`config.mk`:
```
export PLATFORM = sky130hd
export DESIGN_NAME = bus_protocol_monitor
export DESIGN_NICKNAME = d
export VERILOG_FILES = /design/src/rtl/bus_protocol_monitor_pkg.sv /design/src/rtl/bus_channel_monitor.sv /design/src/rtl/bus_protocol_monitor.sv
export SDC_FILE = /design/constraint.sdc
export NUM_CORES = 1
export LEC_CHECK = 0
export BUFFER_PORTS_ARGS = -buffer_cell sky130_fd_sc_hd__buf_2
export CAP_MARGIN = 20
export CORE_ASPECT_RATIO = 0.5
export CORE_UTILIZATION = 40
export CTS_CLUSTER_SIZE = 40
export DETAILED_ROUTE_END_ITERATION = 10
export GPL_TIMING_DRIVEN = 0
export PLACE_DENSITY_LB_ADDON = 0.3
export SLEW_MARGIN = 30
export SYNTH_ARGS = -nofsm -noshare
export SYNTH_HDL_FRONTEND = slang
export SYNTH_HIERARCHICAL = 1
export SYNTH_SLANG_ARGS = --single-unit
```
`constraint.sdc`:
```
create_clock -name clock -period 2 [get_ports clock]
set_input_delay 0.1 -clock clock [delete_from_list [all_inputs] [get_ports clock]]
set_output_delay 0.1 -clock clock [all_outputs]
set_load 0.005 [all_outputs]
```
`src/rtl/bus_protocol_monitor_pkg.sv`:
```
// ---------------------------------------------------------------------------
// bus_protocol_monitor_pkg
// Shared definitions for the valid/ready protocol monitor: error bit indices
// inside the per-channel and per-pair error fields, field widths and the
// channel FSM state encoding.
// ---------------------------------------------------------------------------
package bus_protocol_monitor_pkg;

  // Per-channel error field bit positions.
  localparam int ERR_RESET_VALID   = 0;
  localparam int ERR_VALID_DROP    = 1;
  localparam int ERR_DATA_UNSTABLE = 2;
  localparam int ERR_STALL_TIMEOUT = 3;

  // Per-pair error field bit positions.
  localparam int ERR_OVERFLOW      = 0;
  localparam int ERR_UNDERFLOW     = 1;

  localparam int CH_ERR_W   = 4;
  localparam int PAIR_ERR_W = 2;
  localparam int OUTST_W    = 8;
  localparam int STATE_W    = 2;

  // Channel FSM encoding. POST_RESET is 0 so that a debug view of the state
  // reads all-zero while reset is held.
  typedef enum logic [STATE_W-1:0] {
    POST_RESET = 2'd0,
    IDLE       = 2'd1,
    WAIT       = 2'd2
  } ch_state_e;

endpackage

```
`src/rtl/bus_channel_monitor.sv`:
```
// ---------------------------------------------------------------------------
// bus_channel_monitor
// Observes one valid/ready channel. Holds the channel FSM, the payload
// captured when a stall begins, the stall counter and a saturating transfer
// counter. Error detections are reported combinationally for the current
// clock edge; the parent decides whether they become sticky.
//
// Handshake semantics: a transfer happens at a rising edge where valid and
// ready are both 1. Once valid is raised without ready, the source must keep
// valid high and the payload unchanged until the transfer. Ready may be high
// without valid at any time.
//
// Ports:
//   clock, reset     clock, asynchronous active-high reset
//   valid_i, ready_i channel handshake signals
//   data_i           channel payload
//   state_o          current FSM state (debug view)
//   err_det_o        errors detected at the coming edge (not sticky)
//   hs_o             handshake at the coming edge
//   xfer_count_o     saturating handshake count
// ---------------------------------------------------------------------------
module bus_channel_monitor
  import bus_protocol_monitor_pkg::*;
#(
  parameter int DATA_W  = 32,
  parameter int TIMEOUT = 256,
  parameter int COUNT_W = 16
) (
  input  logic                clock,
  input  logic                reset,
  input  logic                valid_i,
  input  logic                ready_i,
  input  logic [DATA_W-1:0]   data_i,
  output ch_state_e           state_o,
  output logic [CH_ERR_W-1:0] err_det_o,
  output logic                hs_o,
  output logic [COUNT_W-1:0]  xfer_count_o
);

  localparam int STALL_W = $clog2(TIMEOUT + 1);
  localparam logic [STALL_W-1:0] STALL_MAX = STALL_W'(TIMEOUT);
  localparam logic [STALL_W-1:0] STALL_ONE = STALL_W'(1);

  ch_state_e           state_q, state_d;
  logic [DATA_W-1:0]   cap_q, cap_d;
  logic [STALL_W-1:0]  stall_q, stall_d;
  logic [STALL_W-1:0]  stall_inc;
  logic [COUNT_W-1:0]  xfer_q, xfer_d;

  always_ff @(posedge clock or posedge reset) begin
    if (reset) begin
      state_q <= POST_RESET;
      cap_q   <= '0;
      stall_q <= '0;
      xfer_q  <= '0;
    end else begin
      state_q <= state_d;
      cap_q   <= cap_d;
      stall_q <= stall_d;
      xfer_q  <= xfer_d;
    end
  end

  always_comb begin
    state_d   = state_q;
    cap_d     = cap_q;
    stall_d   = stall_q;
    err_det_o = '0;
    stall_inc = stall_q + STALL_ONE;

    case (state_q)
      POST_RESET, IDLE: begin
        // Valid at the very first edge after reset means the source did not
        // honour reset.
        if (state_q == POST_RESET && valid_i) begin
          err_det_o[ERR_RESET_VALID] = 1'b1;
        end
        state_d = IDLE;
        if (valid_i && !ready_i) begin
          state_d = WAIT;
          cap_d   = data_i;
          stall_d = STALL_ONE;
          // The entry edge is the first stalled cycle, so TIMEOUT == 1
          // already expires here.
          err_det_o[ERR_STALL_TIMEOUT] = (STALL_MAX == STALL_ONE);
        end
      end
      WAIT: begin
        if (!valid_i) begin
          err_det_o[ERR_VALID_DROP] = 1'b1;
          state_d = IDLE;
        end else if (ready_i) begin
          state_d = IDLE;
        end else begin
          // Compare against the payload captured on entry, so slow drift
          // across several cycles is still caught.
          if (data_i != cap_q) begin
            err_det_o[ERR_DATA_UNSTABLE] = 1'b1;
          end
          // Counter parks at TIMEOUT, which flags the timeout exactly once.
          if (stall_q != STALL_MAX) begin
            stall_d = stall_inc;
            if (stall_inc == STALL_MAX) begin
              err_det_o[ERR_STALL_TIMEOUT] = 1'b1;
            end
          end
        end
      end
      default: state_d = IDLE;
    endcase
  end

  assign hs_o = valid_i && ready_i;

  always_comb begin
    xfer_d = xfer_q;
    if (hs_o && (xfer_q != {COUNT_W{1'b1}})) begin
      xfer_d = xfer_q + COUNT_W'(1);
    end
  end

  assign state_o      = state_q;
  assign xfer_count_o = xfer_q;

endmodule

```
`src/rtl/bus_protocol_monitor.sv`:
```
// ---------------------------------------------------------------------------
// bus_protocol_monitor
// Passive valid/ready protocol monitor for N_PAIRS request/response channel
// pairs. Channel 2p is the request and 2p+1 the response of pair p. One
// bus_channel_monitor per channel checks handshake rules; this level tracks
// outstanding requests per pair, keeps sticky error flags and produces a
// registered fire pulse.
//
// Ports:
//   clock, reset  clock, asynchronous active-high reset
//   enable        0 suppresses flag setting and fire; state keeps updating
//   clear         synchronous clear of the sticky flags
//   valid, ready  per-channel handshake, one bit per channel
//   data          per-channel payload, channel c at [c*DATA_W +: DATA_W]
//   ch_err        sticky channel errors, channel c at [c*4 +: 4]
//   pair_err      sticky pair errors, pair p at [p*2 +: 2]
//   outstanding   per-pair outstanding count, pair p at [p*8 +: 8]
//   xfer_count    per-channel handshake count, channel c at [c*COUNT_W +: COUNT_W]
//   fire          1 in the cycle after any enabled detection
//   ch_state      channel FSM states (debug), channel c at [c*2 +: 2]
// ---------------------------------------------------------------------------
module bus_protocol_monitor
  import bus_protocol_monitor_pkg::*;
#(
  parameter int N_PAIRS         = 2,
  parameter int DATA_W          = 32,
  parameter int TIMEOUT         = 256,
  parameter int MAX_OUTSTANDING = 1,
  parameter int COUNT_W         = 16
) (
  input  logic                            clock,
  input  logic                            reset,
  input  logic                            enable,
  input  logic                            clear,
  input  logic [2*N_PAIRS-1:0]            valid,
  input  logic [2*N_PAIRS-1:0]            ready,
  input  logic [2*N_PAIRS*DATA_W-1:0]     data,
  output logic [2*N_PAIRS*CH_ERR_W-1:0]   ch_err,
  output logic [N_PAIRS*PAIR_ERR_W-1:0]   pair_err,
  output logic [N_PAIRS*OUTST_W-1:0]      outstanding,
  output logic [2*N_PAIRS*COUNT_W-1:0]    xfer_count,
  output logic                            fire,
  output logic [2*N_PAIRS*STATE_W-1:0]    ch_state
);

  localparam int N_CH = 2 * N_PAIRS;
  localparam logic [OUTST_W-1:0] OUTST_MAX = OUTST_W'(MAX_OUTSTANDING);

  logic [N_CH-1:0][CH_ERR_W-1:0]      ch_det;
  logic [N_CH-1:0]                    hs;
  ch_state_e                          st [N_CH];

  logic [N_PAIRS-1:0][PAIR_ERR_W-1:0] pair_det;
  logic [N_PAIRS-1:0][OUTST_W-1:0]    outst_q, outst_d;

  logic [N_CH*CH_ERR_W-1:0]           ch_err_q, ch_err_d;
  logic [N_PAIRS*PAIR_ERR_W-1:0]      pair_err_q, pair_err_d;
  logic                               fire_q, fire_d;

  for (genvar c = 0; c < N_CH; c++) begin : g_ch
    bus_channel_monitor #(
      .DATA_W  (DATA_W),
      .TIMEOUT (TIMEOUT),
      .COUNT_W (COUNT_W)
    ) u_ch (
      .clock        (clock),
      .reset        (reset),
      .valid_i      (valid[c]),
      .ready_i      (ready[c]),
      .data_i       (data[c*DATA_W +: DATA_W]),
      .state_o      (st[c]),
      .err_det_o    (ch_det[c]),
      .hs_o         (hs[c]),
      .xfer_count_o (xfer_count[c*COUNT_W +: COUNT_W])
    );
    assign ch_state[c*STATE_W +: STATE_W] = st[c];
  end

  // Outstanding tracking. A request and response in the same cycle cancel,
  // even at count 0, since the response may answer the request in flight.
  always_comb begin
    outst_d  = outst_q;
    pair_det = '0;
    for (int p = 0; p < N_PAIRS; p++) begin
      if (hs[2*p] && !hs[2*p+1]) begin
        if (outst_q[p] == OUTST_MAX) begin
          pair_det[p][ERR_OVERFLOW] = 1'b1;
        end else begin
          outst_d[p] = outst_q[p] + OUTST_W'(1);
        end
      end else if (hs[2*p+1] && !hs[2*p]) begin
        if (outst_q[p] == '0) begin
          pair_det[p][ERR_UNDERFLOW] = 1'b1;
        end else begin
          outst_d[p] = outst_q[p] - OUTST_W'(1);
        end
      end
    end
  end

  // Clear is applied before OR-ing in new detections so an error seen in
  // the clearing cycle is not lost.
  always_comb begin
    ch_err_d   = (clear ? '0 : ch_err_q);
    pair_err_d = (clear ? '0 : pair_err_q);
    fire_d     = 1'b0;
    if (enable) begin
      ch_err_d   = ch_err_d | ch_det;
      pair_err_d = pair_err_d | pair_det;
      fire_d     = (|ch_det) || (|pair_det);
    end
  end

  always_ff @(posedge clock or posedge reset) begin
    if (reset) begin
      outst_q    <= '0;
      ch_err_q   <= '0;
      pair_err_q <= '0;
      fire_q     <= 1'b0;
    end else begin
      outst_q    <= outst_d;
      ch_err_q   <= ch_err_d;
      pair_err_q <= pair_err_d;
      fire_q     <= fire_d;
    end
  end

  assign ch_err      = ch_err_q;
  assign pair_err    = pair_err_q;
  assign outstanding = outst_q;
  assign fire        = fire_q;

endmodule

```
==> results_dict.tcl <==
set metrics [dict create \
    r2r_slack_ns -0.11 \
    core_um2 33460 \
    synthAdderAreaFrac_pct 2.185 \
    wl_per_cell_um 16.42 \
    cts_max_level 1 \
    pin_count 249 \
    period_minus_slack_ns 2.110 \
    crit_fanout 4 \
    async_reset_ff_share_pct 100.0 \
    worstSetupPathType "flip-flop to flip-flop" \
    grt_max_degree 54 \
    r2r_start "g_ch[1].u_ch/stall_q[1]$_DFFE_PP0P_" \
    final_cell_mix "dfrtp_1 (269), buf_2 (246), xnor2_1 (172)" \
    intPower_mw 11.48 \
    crit_path_start_kind "flip-flop" \
    synth_seq_area_share_pct 49.71 \
    powerDensity_nw_per_um2 889.8 \
    rsz0062_at_grt "yes" \
    gp_congestion 0.8408 \
    r2r_end "fire$_DFF_PP0_" \
    p_clk_share_pct 32.5 \
    drive_gt1_share_pct 33.57 \
    crit_required_ns 2.44 \
    fp.dieArea_um2 35150 \
    cp.depth 9 \
    antenna_found_initial 4 \
    setup.worst_path.end "fire$_DFF_PP0_" \
    drc 0 \
    status "complete, but fails checks" \
    layout_commonest_cell "dfrtp_1" \
    synth_compound_area_share_pct 5.982 \
    max_freq_mhz 473.9 \
    critPathMaxStageDelay_ns 0.39 \
    synth.avg_cell_area_um2 11.29 \
    hold_path.class "input port to flip-flop" \
    reg2reg_depth 9 \
    cp-startpoint "g_ch[1].u_ch/stall_q[1]$_DFFE_PP0P_" \
    power_switching_mw 4.932 \
    via_per_inst 5.133 \
    setup_tns_ns -0.1101 \
    netlist_instances 1217 \
    layout_setup_ws_ns -0.1101 \
    vdd_drop_max_mv 0.5383 \
    crit_chain "ha_1 > nand2_1 > or2_2 > o21a_1 > nor2_1 > nor4_2 > nor4_1 > nand4_1 > o31a_1" \
    synth.distinct_cells 56 \
    drt_iter0_markers 551 \
    routed_wl_um 34840 \
    place_ws_ns -0.3322 \
    critPathTopFamily "simple AND/OR/NAND/NOR gates" \
    ant_nets 0 \
    leakage_nw 8.069 \
    yosysTopAreaCell "dfrtp_1" \
    endpoint_kind "flip-flop" \
    num_vias 10890 \
    synthMuxAreaShare_pct 11.30 \
    clockBufferDepth 3 \
    dp_hpwl_um 24620 \
    crit_slowest_cell "dfrtp_1" \
    synth_ff_type "dfrtp_1" \
    synth_area_leaders "dfrtp_1 (50%), xnor2_1 (11%), mux2_2 (11%)" \
    synth_top_family_by_area "simple AND/OR/NAND/NOR gates" \
    synth_edf_count 0 \
    gr-total-overflow 0 \
    io_buffers 246 \
    period_share_pct 105.5 \
    drt_pass1_iterations 5 \
    hold_viol_final 0 \
    die_x_um 264.1 \
    netlist.area_leader.share_pct 49.71 \
    nNetsFinal 1820 \
    violations "negative setup slack" \
    cts_tree "built" \
    cts_sinks 273 \
    gr-usage-all-layers_pct 19.74 \
    start_util_pct 41.07 \
    final_util_pct 55.12 \
    drv_cap 0 \
    syn_area_um2 13740 \
    synth_xor_area_share_pct 13.00 \
    finClkSkew_ns 0.02150 \
    nFillCells 2845 \
    holdPathStages 5 \
    final_max_slew_viol_count 0 \
    yosysWarnings 6 \
    cp_num_buf_inv 0 \
    cts.clk_slew.worst_paths_ns 0.07 \
    synthesis.nets 1381 \
    synth-seq-cells 273 \
    synthSimpleGateAreaFrac_pct 15.01 \
    insertion_delay_ns 0.55 \
    rows 47 \
    first_global_vias 11440 \
    area_delta_synth_final_pct 34.21 \
    combPwrFrac_pct 22.1 \
    fp.dieH_um 133.1 \
    crit_arrival_ns 2.55 \
    setup_viol 1 \
    grt_pass1_wl_um 57140 \
    worst_pin_slew_ns 0.5821 \
    relSlewSlack_pct 60.84 \
    p_seq_share_pct 45.4 \
    p_sw_share_pct 30.05 \
    cts_root_buf "clkbuf_16" \
    numCtsBuffers 27 \
]
cells by family after synthesis:
kind of cell	after synthesis
AND/OR/NAND/NOR	374
buffers and inverters	82
AO/OA/AOI/OAI	122
flip-flops	273
multiplexers	138
XOR/XNOR	204
adder cells (fa/ha/maj)	24
layout make-up:
cell class,instances,area [um2],share of cell area [%]
Tap cell,441,551.8,2.992
Antenna cell,4,10.01,0.05427
Timing Repair Buffer,414,2922,15.84
Clock inverter,17,195.2,1.058
Inverter,50,197.7,1.072
Multi-Input combinational cell,862,6824,37.00
Clock buffer,33,738.2,4.003
Sequential cell,273,6837,37.07
Buffer,28,167.7,0.9091
power groups by stage:
| stage | Clock [mW] | Combinational [mW] | Sequential [mW] |
|---|---|---|---|
| global placement | 0 | 3.20 | 7.46 |
| CTS | 5.54 | 3.61 | 7.43 |
| floorplan | 0 | 2.22 | 7.35 |
| finish | 5.33 | 3.62 | 7.45 |
| global route | 5.76 | 3.98 | 7.60 |
| detailed placement | 0 | 3.36 | 7.53 |
stage by stage:
stage,power [mW],cell area (um2),hold WS [ns],instances
after detailed placement,10.89,15650,0.1121,1909
after global placement,10.67,15520,0.3588,1904
after floorplan,9.569,13740,0.2517,1217
after global routing,17.35,18440,0.07207,2122
after CTS,16.58,18230,0.09160,2116
final,16.41,18440,0.07954,2122
sequential cells by signal (all words and copies together) (netlist names):
register / flops
g_ch.u_ch/cap_q: 128
pair_err: 4
g_ch.u_ch/xfer_count_o: 64
ch_err: 16
outstanding: 16
fire: 1
g_ch.u_ch/stall_q: 36
g_ch.u_ch/state_o: 8
how the worst min path moves through the flow:
stage	to	from	slack, ns
floorplan	g_ch[0].u_ch/cap_q[3]$_DFFE_PP0P_	data[3]	0.25
global placement	g_ch[0].u_ch/cap_q[17]$_DFFE_PP0P_	data[17]	0.36
detailed placement	g_ch[2].u_ch/stall_q[1]$_DFFE_PP0P_	reset	0.11
CTS	g_ch[1].u_ch/xfer_count_o[6]$_DFFE_PP0P_	ready[1]	0.09
global route	g_ch[2].u_ch/xfer_count_o[9]$_DFFE_PP0P_	ready[2]	0.07
finish	g_ch[2].u_ch/xfer_count_o[13]$_DFFE_PP0P_	ready[2]	0.08
worst reg2reg max path, delay by kind of cell, from the launching register on:
kind,cells,cell delay (ns)
AOI/OAI and AO/OA,2,0.44
and+or+nand+nor,6,1.00
DFF,1,0.39
adders and majority gates,1,0.18
cells in the mapped netlist (all sizes together), types with 5 or more instances:
cell type and count:
or4 10, inv 50, xnor2 174, ha 24
nand4 64, nor3 26, o22ai 6, buf 10
xor2 30, a21o 5, dfrtp 273, nand2 84
nor3b 8, nand3b 9, a22o 12, nor2b 8
a31oi 10, mux2 134, o21ai 41, or3 6
nor2 37, nand2b 6, clkbuf 22, and3 18
a21oi 22, nand3 49, nor4 29
layer usage:
metal / global-route usage (%) / vias to the layer above / share of wire [%]
met3: 2.922 / 73 / 2.7
met5: 0 / - / 0
met2: 34.46 / 172 / 51
met1: 24.75 / 5445 / 43
met4: 7.655 / 0 / 3.3
li1: - / 5203 / -
what timing repair did:
action / CTS / global route
setup endpoints to repair: 50 / 155
gates resized for setup: 35 / 54
gates cloned: 0 / 0
setup buffers: 22 / 2
pin swaps: 15 / 26
endpoints found under the hold margin: 414 / 0
hold buffers: 139 / 0
No activity file was read; power rests on OpenSTA's default activity.
